<file path="config.mk">
export PLATFORM = sky130hd
export DESIGN_NAME = ex_stage
export DESIGN_NICKNAME = d
export VERILOG_FILES = /design/src/rtl/pipe_pkg.sv /design/src/rtl/ex_seq_mul.sv /design/src/rtl/ex_stage.sv
export SDC_FILE = /design/constraint.sdc
export NUM_CORES = 1
export LEC_CHECK = 0
export CAP_MARGIN = 20
export CORE_MARGIN = 2
export CORE_UTILIZATION = 55
export CTS_BUF_LIST = sky130_fd_sc_hd__clkbuf_4 sky130_fd_sc_hd__clkbuf_8
export DETAILED_ROUTE_END_ITERATION = 10
export PLACE_DENSITY_LB_ADDON = 0.15
export SKIP_CTS_REPAIR_TIMING = 1
export SYNTH_ARGS = -nofsm -noshare
export SYNTH_HDL_FRONTEND = slang
export SYNTH_HIERARCHICAL = 1
export SYNTH_SLANG_ARGS = --single-unit
</file>
<file path="constraint.sdc">
create_clock -name clk -period 7.9 [get_ports clk]
set_input_delay 1.58 -clock clk [delete_from_list [all_inputs] [get_ports clk]]
set_output_delay 1.58 -clock clk [all_outputs]
set_load 0.02 [all_outputs]
</file>
<file path="src/rtl/pipe_pkg.sv">
// Shared pipeline definitions: datapath/register widths, ALU opcodes,
// forwarding-select encodings, bubble polarity and the multiplier FSM states.
package pipe_pkg;

    localparam int DATA_W = 16;
    localparam int REG_AW = 3;
    localparam int CNT_W  = $clog2(DATA_W);

    localparam logic [3:0] ALU_ADD = 4'd0;
    localparam logic [3:0] ALU_SUB = 4'd1;
    localparam logic [3:0] ALU_AND = 4'd2;
    localparam logic [3:0] ALU_OR  = 4'd3;
    localparam logic [3:0] ALU_XOR = 4'd4;
    localparam logic [3:0] ALU_SLL = 4'd5;
    localparam logic [3:0] ALU_SRL = 4'd6;
    localparam logic [3:0] ALU_SLT = 4'd7;
    localparam logic [3:0] ALU_MUL = 4'd8;

    localparam logic [1:0] FWD_REG = 2'b00;
    localparam logic [1:0] FWD_EXM = 2'b01;
    localparam logic [1:0] FWD_MWB = 2'b10;

    // Valid flags in this pipeline are bubble flags: 1 means "no instruction".
    localparam logic BUBBLE = 1'b1;

    typedef enum logic {
        MUL_IDLE = 1'b0,
        MUL_RUN  = 1'b1
    } mul_state_e;

endpackage

</file>
<file path="src/rtl/ex_seq_mul.sv">
// Iterative shift-add multiplier, one partial-product step per clock.
//
// state    | meaning
// MUL_IDLE | waiting for start_i; operands are captured on the start edge
// MUL_RUN  | stepping; cnt_q counts steps 0..DATA_W-1, done on the last one
//
// Ports:
//   clk, rst_n   clock, async active-low reset
//   start_i      live MUL presented in EX (already qualified by flush)
//   abort_i      drop any multiply in progress (takes priority over freeze_i)
//   freeze_i     hold FSM, counter and datapath (downstream stall)
//   a_i, b_i     operands, sampled only on the start edge
//   busy_o       EX must hold its instruction and emit bubbles
//   done_o       product_o is final this cycle
//   product_o    low DATA_W bits of a*b (valid when done_o)
module ex_seq_mul
    import pipe_pkg::*;
(
    input  logic              clk,
    input  logic              rst_n,
    input  logic              start_i,
    input  logic              abort_i,
    input  logic              freeze_i,
    input  logic [DATA_W-1:0] a_i,
    input  logic [DATA_W-1:0] b_i,
    output logic              busy_o,
    output logic              done_o,
    output logic [DATA_W-1:0] product_o
);

    localparam logic [CNT_W-1:0] CNT_LAST = CNT_W'(DATA_W - 1);

    mul_state_e        state_q, state_d;
    logic [CNT_W-1:0]  cnt_q, cnt_d;
    logic [DATA_W-1:0] mcand_q, mcand_d;
    logic [DATA_W-1:0] mplier_q, mplier_d;
    logic [DATA_W-1:0] acc_q, acc_d;
    logic [DATA_W-1:0] step_sum;

    // The final step's sum is the product, so EX/MEM can load it on the same
    // edge that the FSM returns to idle.
    assign step_sum  = acc_q + (mplier_q[0] ? mcand_q : '0);
    assign product_o = step_sum;

    always_comb begin
        state_d  = state_q;
        cnt_d    = cnt_q;
        mcand_d  = mcand_q;
        mplier_d = mplier_q;
        acc_d    = acc_q;
        busy_o   = 1'b0;
        done_o   = 1'b0;
        case (state_q)
            MUL_IDLE: begin
                busy_o = start_i && !abort_i;
                if (start_i && !abort_i && !freeze_i) begin
                    state_d  = MUL_RUN;
                    cnt_d    = '0;
                    mcand_d  = a_i;
                    mplier_d = b_i;
                    acc_d    = '0;
                end
            end
            MUL_RUN: begin
                busy_o = (cnt_q != CNT_LAST);
                done_o = (cnt_q == CNT_LAST);
                if (abort_i) begin
                    state_d = MUL_IDLE;
                    cnt_d   = '0;
                end else if (!freeze_i) begin
                    acc_d    = step_sum;
                    mcand_d  = mcand_q << 1;
                    mplier_d = mplier_q >> 1;
                    cnt_d    = cnt_q + CNT_W'(1);
                    if (cnt_q == CNT_LAST) begin
                        state_d = MUL_IDLE;
                        cnt_d   = '0;
                    end
                end
            end
            default: state_d = MUL_IDLE;
        endcase
    end

    always_ff @(posedge clk or negedge rst_n) begin
        if (!rst_n) begin
            state_q  <= MUL_IDLE;
            cnt_q    <= '0;
            mcand_q  <= '0;
            mplier_q <= '0;
            acc_q    <= '0;
        end else begin
            state_q  <= state_d;
            cnt_q    <= cnt_d;
            mcand_q  <= mcand_d;
            mplier_q <= mplier_d;
            acc_q    <= acc_d;
        end
    end

endmodule

</file>
<file path="src/rtl/ex_stage.sv">
// Execute stage: operand forwarding mux, ALU, iterative multiplier and the
// EX/MEM pipeline register.
//
// Ports:
//   clk, rst_n                          clock, async active-low reset
//   EX_*                                ID/EX register contents (EX_valid=1 is a bubble)
//   forward_A, forward_B                operand source select from the forwarding unit
//   MWB_wb_data                         MEM/WB write-back value
//   stall_in                            MEM stall: hold EX/MEM and freeze the multiplier
//   flush                               kill the instruction in EX
//   ex_busy                             multiply in progress; upstream must hold
//   EXM_*                               EX/MEM register (EXM_valid=1 is a bubble)
module ex_stage
    import pipe_pkg::*;
(
    input  logic              clk,
    input  logic              rst_n,
    input  logic              EX_valid,
    input  logic [REG_AW-1:0] EX_Reg_Rs,
    input  logic [REG_AW-1:0] EX_Reg_Rt,
    input  logic [REG_AW-1:0] EX_Reg_Rd,
    input  logic [DATA_W-1:0] EX_rs_data,
    input  logic [DATA_W-1:0] EX_rt_data,
    input  logic [DATA_W-1:0] EX_imm,
    input  logic [3:0]        EX_alu_op,
    input  logic              EX_use_imm,
    input  logic              EX_Reg_write,
    input  logic              EX_mem_read,
    input  logic              EX_mem_write,
    input  logic [1:0]        forward_A,
    input  logic [1:0]        forward_B,
    input  logic [DATA_W-1:0] MWB_wb_data,
    input  logic              stall_in,
    input  logic              flush,
    output logic              ex_busy,
    output logic              EXM_valid,
    output logic [REG_AW-1:0] EXM_Reg_Rd,
    output logic              EXM_Reg_write,
    output logic              EXM_mem_read,
    output logic              EXM_mem_write,
    output logic [DATA_W-1:0] EXM_alu_result,
    output logic [DATA_W-1:0] EXM_store_data
);

    logic [DATA_W-1:0] op_a, rt_fwd, op_b, alu_res;
    logic              live, mul_start, mul_busy, mul_done;
    logic [DATA_W-1:0] mul_product;
    logic              unused_rs_rt;

    logic              exm_valid_q, exm_valid_d;
    logic [REG_AW-1:0] exm_rd_q, exm_rd_d;
    logic              exm_rw_q, exm_rw_d;
    logic              exm_mr_q, exm_mr_d;
    logic              exm_mw_q, exm_mw_d;
    logic [DATA_W-1:0] exm_res_q, exm_res_d;
    logic [DATA_W-1:0] exm_sd_q, exm_sd_d;

    // Source addresses are only meaningful to the forwarding unit upstream.
    assign unused_rs_rt = ^{EX_Reg_Rs, EX_Reg_Rt};

    function automatic logic [DATA_W-1:0] fwd_sel(input logic [1:0] sel,
                                                  input logic [DATA_W-1:0] rf_val,
                                                  input logic [DATA_W-1:0] exm_val,
                                                  input logic [DATA_W-1:0] mwb_val);
        case (sel)
            FWD_REG: fwd_sel = rf_val;
            FWD_EXM: fwd_sel = exm_val;
            FWD_MWB: fwd_sel = mwb_val;
            default: fwd_sel = rf_val;
        endcase
    endfunction

    assign op_a   = fwd_sel(forward_A, EX_rs_data, exm_res_q, MWB_wb_data);
    assign rt_fwd = fwd_sel(forward_B, EX_rt_data, exm_res_q, MWB_wb_data);
    assign op_b   = EX_use_imm ? EX_imm : rt_fwd;

    always_comb begin
        alu_res = '0;
        case (EX_alu_op)
            ALU_ADD: alu_res = op_a + op_b;
            ALU_SUB: alu_res = op_a - op_b;
            ALU_AND: alu_res = op_a & op_b;
            ALU_OR:  alu_res = op_a | op_b;
            ALU_XOR: alu_res = op_a ^ op_b;
            ALU_SLL: alu_res = op_a << op_b[3:0];
            ALU_SRL: alu_res = op_a >> op_b[3:0];
            ALU_SLT: alu_res = {{(DATA_W-1){1'b0}}, ($signed(op_a) < $signed(op_b))};
            ALU_MUL: alu_res = '0;  // product comes from ex_seq_mul
            default: alu_res = '0;
        endcase
    end

    assign live      = (EX_valid != BUBBLE);
    assign mul_start = live && (EX_alu_op == ALU_MUL) && !flush;

    // Operands are captured at start: EX/MEM turns to bubbles while running,
    // so an EXM-forwarded operand would otherwise change mid-multiply.
    ex_seq_mul u_mul (
        .clk       (clk),
        .rst_n     (rst_n),
        .start_i   (mul_start),
        .abort_i   (flush),
        .freeze_i  (stall_in),
        .a_i       (op_a),
        .b_i       (op_b),
        .busy_o    (mul_busy),
        .done_o    (mul_done),
        .product_o (mul_product)
    );

    assign ex_busy = mul_busy;

    always_comb begin
        exm_valid_d = exm_valid_q;
        exm_rd_d    = exm_rd_q;
        exm_rw_d    = exm_rw_q;
        exm_mr_d    = exm_mr_q;
        exm_mw_d    = exm_mw_q;
        exm_res_d   = exm_res_q;
        exm_sd_d    = exm_sd_q;
        if (!stall_in) begin
            if (flush || mul_busy || !live) begin
                exm_valid_d = BUBBLE;
                exm_rd_d    = '0;
                exm_rw_d    = 1'b0;
                exm_mr_d    = 1'b0;
                exm_mw_d    = 1'b0;
                exm_res_d   = '0;
                exm_sd_d    = '0;
            end else begin
                exm_valid_d = ~BUBBLE;
                exm_rd_d    = EX_Reg_Rd;
                exm_rw_d    = EX_Reg_write;
                exm_mr_d    = EX_mem_read;
                exm_mw_d    = EX_mem_write;
                exm_res_d   = mul_done ? mul_product : alu_res;
                exm_sd_d    = rt_fwd;
            end
        end
    end

    always_ff @(posedge clk or negedge rst_n) begin
        if (!rst_n) begin
            exm_valid_q <= BUBBLE;
            exm_rd_q    <= '0;
            exm_rw_q    <= 1'b0;
            exm_mr_q    <= 1'b0;
            exm_mw_q    <= 1'b0;
            exm_res_q   <= '0;
            exm_sd_q    <= '0;
        end else begin
            exm_valid_q <= exm_valid_d;
            exm_rd_q    <= exm_rd_d;
            exm_rw_q    <= exm_rw_d;
            exm_mr_q    <= exm_mr_d;
            exm_mw_q    <= exm_mw_d;
            exm_res_q   <= exm_res_d;
            exm_sd_q    <= exm_sd_d;
        end
    end

    assign EXM_valid      = exm_valid_q;
    assign EXM_Reg_Rd     = exm_rd_q;
    assign EXM_Reg_write  = exm_rw_q;
    assign EXM_mem_read   = exm_mr_q;
    assign EXM_mem_write  = exm_mw_q;
    assign EXM_alu_result = exm_res_q;
    assign EXM_store_data = exm_sd_q;

endmodule

</file>
==> report_table.html <==
<table>
<tr><th>Metric</th><th>Value</th></tr>
<tr><th colspan="2">Detailed routing</th></tr>
<tr><td>Post-detailed-route count of antenna-violating nets</td><td>0</td></tr>
<tr><td>Total detailed-routing wirelength</td><td>~34000 um</td></tr>
<tr><td>DRC violations left</td><td>0</td></tr>
<tr><td>Drt via density</td><td>approximately 6.6</td></tr>
<tr><td>Average detailed-routed wire length per instance</td><td>22.6 um</td></tr>
<tr><td>Number of optimization iterations in the first detailed-route pass</td><td>7</td></tr>
<tr><td>Met1 WL</td><td>about 14000 um</td></tr>
<tr><td>Top sig layer</td><td>met4</td></tr>
<tr><td>Length of routed met3 wiring</td><td>between 3000 and 4000 um</td></tr>
<tr><td>Routed length on met2</td><td>between 15000 and 20000 um</td></tr>
<tr><td>Overall via count from detail_route</td><td>approximately 9800</td></tr>
<tr><td>Iteration-0 DRC count of the detailed router</td><td>932</td></tr>
<tr><th colspan="2">Yosys</th></tr>
<tr><td>Net Count, Synth</td><td>around 1400</td></tr>
<tr><td>Post-synth cell types</td><td>85</td></tr>
<tr><td>Top post-synthesis cells by area</td><td>sky130_fd_sc_hd__dfrtp_1, sky130_fd_sc_hd__ha_1, sky130_fd_sc_hd__mux2i_1</td></tr>
<tr><td>Proportion of register bits with asynchronous set or reset after synthesis</td><td>between 90% and 100%</td></tr>
<tr><td>Top cell type by total area after synthesis</td><td>sky130_fd_sc_hd__dfrtp_1</td></tr>
<tr><td>Count of warnings emitted by yosys</td><td>6</td></tr>
<tr><td>Area share of the largest cell type after synthesis</td><td>approximately 25%</td></tr>
<tr><td>Most frequently used flop master after synthesis</td><td>sky130_fd_sc_hd__dfrtp_1</td></tr>
<tr><td>Synthesized area divided by synthesized cell count</td><td>roughly 8 um^2</td></tr>
<tr><td>Post-synthesis register bit count</td><td>92</td></tr>
<tr><td>Combined area of all synthesized cells</td><td>9290 um^2</td></tr>
<tr><td>Sequential area share after synthesis</td><td>roughly a quarter</td></tr>
<tr><td>Gate Count Post-Synth</td><td>about 1200</td></tr>
<tr><td>Number of enable-type register cells in the synthesized netlist</td><td>0</td></tr>
<tr><th colspan="2">Power</th></tr>
<tr><td>Power share of the sequential group</td><td>roughly 35%</td></tr>
<tr><td>Internal power</td><td>0.870 mW</td></tr>
<tr><td>Switching fraction of total power</td><td>42.4%</td></tr>
<tr><td>Power per standard cell area</td><td>between 100 and 150 nW/um^2</td></tr>
<tr><td>Combinational share of power</td><td>roughly 43%</td></tr>
<tr><td>Portion of total power attributed to the clock network</td><td>a little over a fifth</td></tr>
<tr><td>Leakage power summed over all cells</td><td>approximately 4.6 nW</td></tr>
<tr><td>Worst supply voltage drop on vdd</td><td>about 0.11 mV</td></tr>
<tr><td>Switch Pwr</td><td>around 0.64 mW</td></tr>
<tr><th colspan="2">STA</th></tr>
<tr><td>Part of the cycle the worst path needs</td><td>~77%</td></tr>
<tr><td>Final setup violation count</td><td>0</td></tr>
<tr><td>Unrepaired setup endpoints after global routing</td><td>false</td></tr>
<tr><td>Transition time of the tightest slew-check pin</td><td>1110 ps</td></tr>
<tr><td>Time the final worst path needs with I/O delays and setup</td><td>just over 6000 ps</td></tr>
<tr><td>Hold Fails Final Rpt</td><td>0</td></tr>
<tr><td>Clock skew</td><td>approximately 21 ps</td></tr>
<tr><td>Post-route setup slack</td><td>between 1500 and 2000 ps</td></tr>
<tr><td>Final total negative setup slack</td><td>0 ps</td></tr>
<tr><td>Highest clock frequency the design can meet</td><td>between 0.15 and 0.2 GHz</td></tr>
<tr><td>Worst-case headroom to the max-slew limit</td><td>25.5%</td></tr>
<tr><td>Pins over their slew limit</td><td>0</td></tr>
<tr><th colspan="2">Setup path</th></tr>
<tr><td>Worst endpoint required time</td><td>around 8000 ps</td></tr>
<tr><td>Top Family by Delay on Critical Path</td><td>compound AO/OA/AOI/OAI gates</td></tr>
<tr><td>Crit path cell chain</td><td>clkdlybuf4s50_1 -&gt; inv_1 -&gt; ha_1 -&gt; o21ai_0 -&gt; ha_1 -&gt; inv_1 -&gt; a2111oi_0 -&gt; a21oi_1 -&gt; a221oi_1 -&gt; xnor2_1 -&gt; o22ai_1 -&gt; nor3b_1 -&gt; a32oi_1</td></tr>
<tr><td>Critical path class</td><td>input pin to flop</td></tr>
<tr><td>Slowest Stage Delay on Critical Path</td><td>between 800 and 900 ps</td></tr>
<tr><td>Data arrival time at the worst-slack endpoint</td><td>~6300 ps</td></tr>
<tr><td>Total buffers and inverters traversed by the critical path</td><td>3</td></tr>
<tr><td>Critical-path top delay cell</td><td>sky130_fd_sc_hd__ha_1</td></tr>
<tr><td>Sort of element at the start of the critical path</td><td>input pin</td></tr>
<tr><td>Largest driver fanout on the critical path</td><td>32</td></tr>
<tr><td>Critical Path Sink Type</td><td>flop</td></tr>
<tr><th colspan="2">Cells and area</th></tr>
<tr><td>Fin nets</td><td>around 1400</td></tr>
<tr><td>Number of antenna repair diodes</td><td>0</td></tr>
<tr><td>Area delta synth-&gt;final</td><td>16.6%</td></tr>
<tr><td>Commonest cells after routing, fill and taps aside</td><td>sky130_fd_sc_hd__nand2_1, sky130_fd_sc_hd__clkdlybuf4s50_1, sky130_fd_sc_hd__dfrtp_1, sky130_fd_sc_hd__o21ai_0, sky130_fd_sc_hd__nor2_1</td></tr>
<tr><td>Leading cell type in the layout, fill and taps excluded</td><td>sky130_fd_sc_hd__nand2_1</td></tr>
<tr><td>Fraction of final layout cells sized beyond drive strength 1</td><td>just over 5%</td></tr>
<tr><th colspan="2">Floorplanning</th></tr>
<tr><td>Placement Rows</td><td>between 40 and 50</td></tr>
<tr><td>Initial core utilization</td><td>56.2%</td></tr>
<tr><td>Width of the die</td><td>134 um</td></tr>
<tr><td>Number of placed I/O pins</td><td>130</td></tr>
<tr><td>Area of the die</td><td>17900 um^2</td></tr>
<tr><td>Chip Height</td><td>about 130 um</td></tr>
<tr><td>Area of the placeable core</td><td>between 15000 and 20000 um^2</td></tr>
<tr><th colspan="2">Global routing</th></tr>
<tr><td>Largest net degree at the start of global routing</td><td>between 70 and 80</td></tr>
<tr><td>Initial antenna violation count</td><td>0</td></tr>
<tr><td>Overflow after GRT</td><td>0</td></tr>
<tr><td>Global-route wire length before repair</td><td>between 50000 and 60000 um</td></tr>
<tr><td>GRT Util Overall</td><td>37.6%</td></tr>
<tr><td>Number of global-route vias before repair</td><td>approximately 9300</td></tr>
<tr><th colspan="2">Placement</th></tr>
<tr><td>Last weighted congestion value of the routability-driven placer</td><td>1.01</td></tr>
<tr><td>Port buffer count</td><td>approximately 120</td></tr>
<tr><td>Worst slack at placement</td><td>~1500 ps</td></tr>
<tr><td>Post-DP HPWL</td><td>25500 um</td></tr>
<tr><th colspan="2">Clock tree</th></tr>
<tr><td>Depth of the CTS H-tree</td><td>3</td></tr>
<tr><td>Clock tree from TritonCTS</td><td>yes</td></tr>
<tr><td>Clock sink total</td><td>between 90 and 100</td></tr>
<tr><td>Clock transition time at the flip-flop clock pins of the worst setup and hold paths</td><td>100 ps</td></tr>
<tr><td>TritonCTS buffer count</td><td>9</td></tr>
<tr><td>Root Buffer Master</td><td>sky130_fd_sc_hd__clkbuf_8</td></tr>
<tr><td>Clk Latency, worst-skew pair</td><td>slightly above 400 ps</td></tr>
<tr><td>Largest buffer count on any clock path</td><td>2</td></tr>
<tr><th colspan="2">Worst hold path</th></tr>
<tr><td>Worst hold path class</td><td>flop to flop</td></tr>
<tr><th colspan="2">Job</th></tr>
<tr><td>Number of max-capacitance violations reported</td><td>0</td></tr>
<tr><th colspan="2">Status</th></tr>
<tr><td>Run status</td><td>finished clean</td></tr>
</table>
-- state kept, by name, indices dropped and copies added (netlist names) --
register,count
EXM_mem_read,1
u_mul/acc_q,16
u_mul/mplier_q,16
u_mul/mcand_q,16
EXM_Reg_Rd,3
EXM_valid,1
u_mul/state_q,1
EXM_store_data,16
u_mul/cnt_q,4
EXM_alu_result,16
EXM_Reg_write,1
EXM_mem_write,1
-- synthesized netlist by cell type (20+ instances only) --
master / n
sky130_fd_sc_hd__ha_1: 78
sky130_fd_sc_hd__o21ai_1: 37
sky130_fd_sc_hd__mux2i_1: 69
sky130_fd_sc_hd__clkbuf_1: 50
sky130_fd_sc_hd__a22oi_1: 40
sky130_fd_sc_hd__o21ai_0: 90
sky130_fd_sc_hd__a21oi_1: 75
sky130_fd_sc_hd__inv_1: 55
sky130_fd_sc_hd__nand3_1: 27
sky130_fd_sc_hd__a22o_1: 20
sky130_fd_sc_hd__nor2_1: 83
sky130_fd_sc_hd__dfrtp_1: 91
sky130_fd_sc_hd__nand2_1: 154
-- area by class of cell --
| type | instances | area [um^2] |
|---|---|---|
| sequential | 92 | 2300 |
| tap | 220 | 275 |
| clock buffer | 9 | 124 |
| timing repair buffer | 144 | 1380 |
| clock inverter | 7 | 67.6 |
| multi-input combinational | 959 | 6460 |
| fill | 1476 | 5690 |
| inverter | 59 | 221 |
-- power groups by stage --
stage / sequential (mW) / clock, mW / combinational, mW
finish: 0.535 / 0.333 / 0.642
global route: 0.539 / 0.356 / 0.696
CTS: 0.534 / 0.338 / 0.628
detailed placement: 0.544 / 0 / 0.623
global placement: 0.541 / 0 / 0.620
floorplan: 0.543 / 0 / 0.404
-- path summary, 6_finish.rpt --
kind / start / to / slack (ps) / depth (start not counted)
setup / recovery: forward_A[0] / EXM_alu_result[11] / 1810 / 13
min in group asynchronous: rst_n / EXM_Reg_Rd[2] / 1040 / 1
hold / removal: EXM_valid / EXM_valid / 480 / 2
hold reg to reg: EXM_valid / EXM_valid / 480 / 2
setup reg to reg: EXM_alu_result[0] / EXM_alu_result[14] / 3510 / 15
max in group asynchronous: rst_n / u_mul/state_q / 5610 / 2
-- per-stage QoR --
stage,power (mW),cells,hold slack [ps],util (%),instance area (um^2)
floorplan,0.948,1188,438,-,9290
global placement,1.16,1473,450,64.3,10600
detailed placement,1.17,1473,465,64.3,10600
global route,1.59,1490,496,65.5,10800
CTS,1.50,1489,480,65.5,10800
finish,1.51,1490,481,65.5,10800
-- cells by family (layout without fill, tap and decap cells) --
kind of cell	Yosys count	after routing	synth area share, %
AND/OR/NAND/NOR	365	365	17.9
flip-flops	92	92	24.8
buffers and inverters	137	219	5.98
adder cells (fa/ha/maj)	81	81	11.2
XOR/XNOR	23	23	2.17
AO/OA/AOI/OAI	415	415	29.9
multiplexers	75	75	8.16
-- worst reg2reg max path: stages, from the launching register on --
cell,delay (ps)
sky130_fd_sc_hd__dfrtp_1,520
sky130_fd_sc_hd__a22o_1,330
sky130_fd_sc_hd__o221ai_4,190
sky130_fd_sc_hd__inv_2,120
sky130_fd_sc_hd__buf_4,300
sky130_fd_sc_hd__ha_1,290
sky130_fd_sc_hd__inv_1,80
sky130_fd_sc_hd__fa_1,440
sky130_fd_sc_hd__or2_2,310
sky130_fd_sc_hd__a221oi_1,520
sky130_fd_sc_hd__o32a_1,320
sky130_fd_sc_hd__a41o_1,240
sky130_fd_sc_hd__a221oi_1,90
sky130_fd_sc_hd__xor2_1,170
sky130_fd_sc_hd__a221oi_2,260
sky130_fd_sc_hd__o31ai_1,90
-- metal layers --
metal	vias to the layer above	global-route usage, %
met5	-	0
met4	0	13.1
met3	75	7.82
met2	558	60.1
met1	4659	50.6
li1	4498	-
Note: power is estimated with default switching activity, not from simulation.
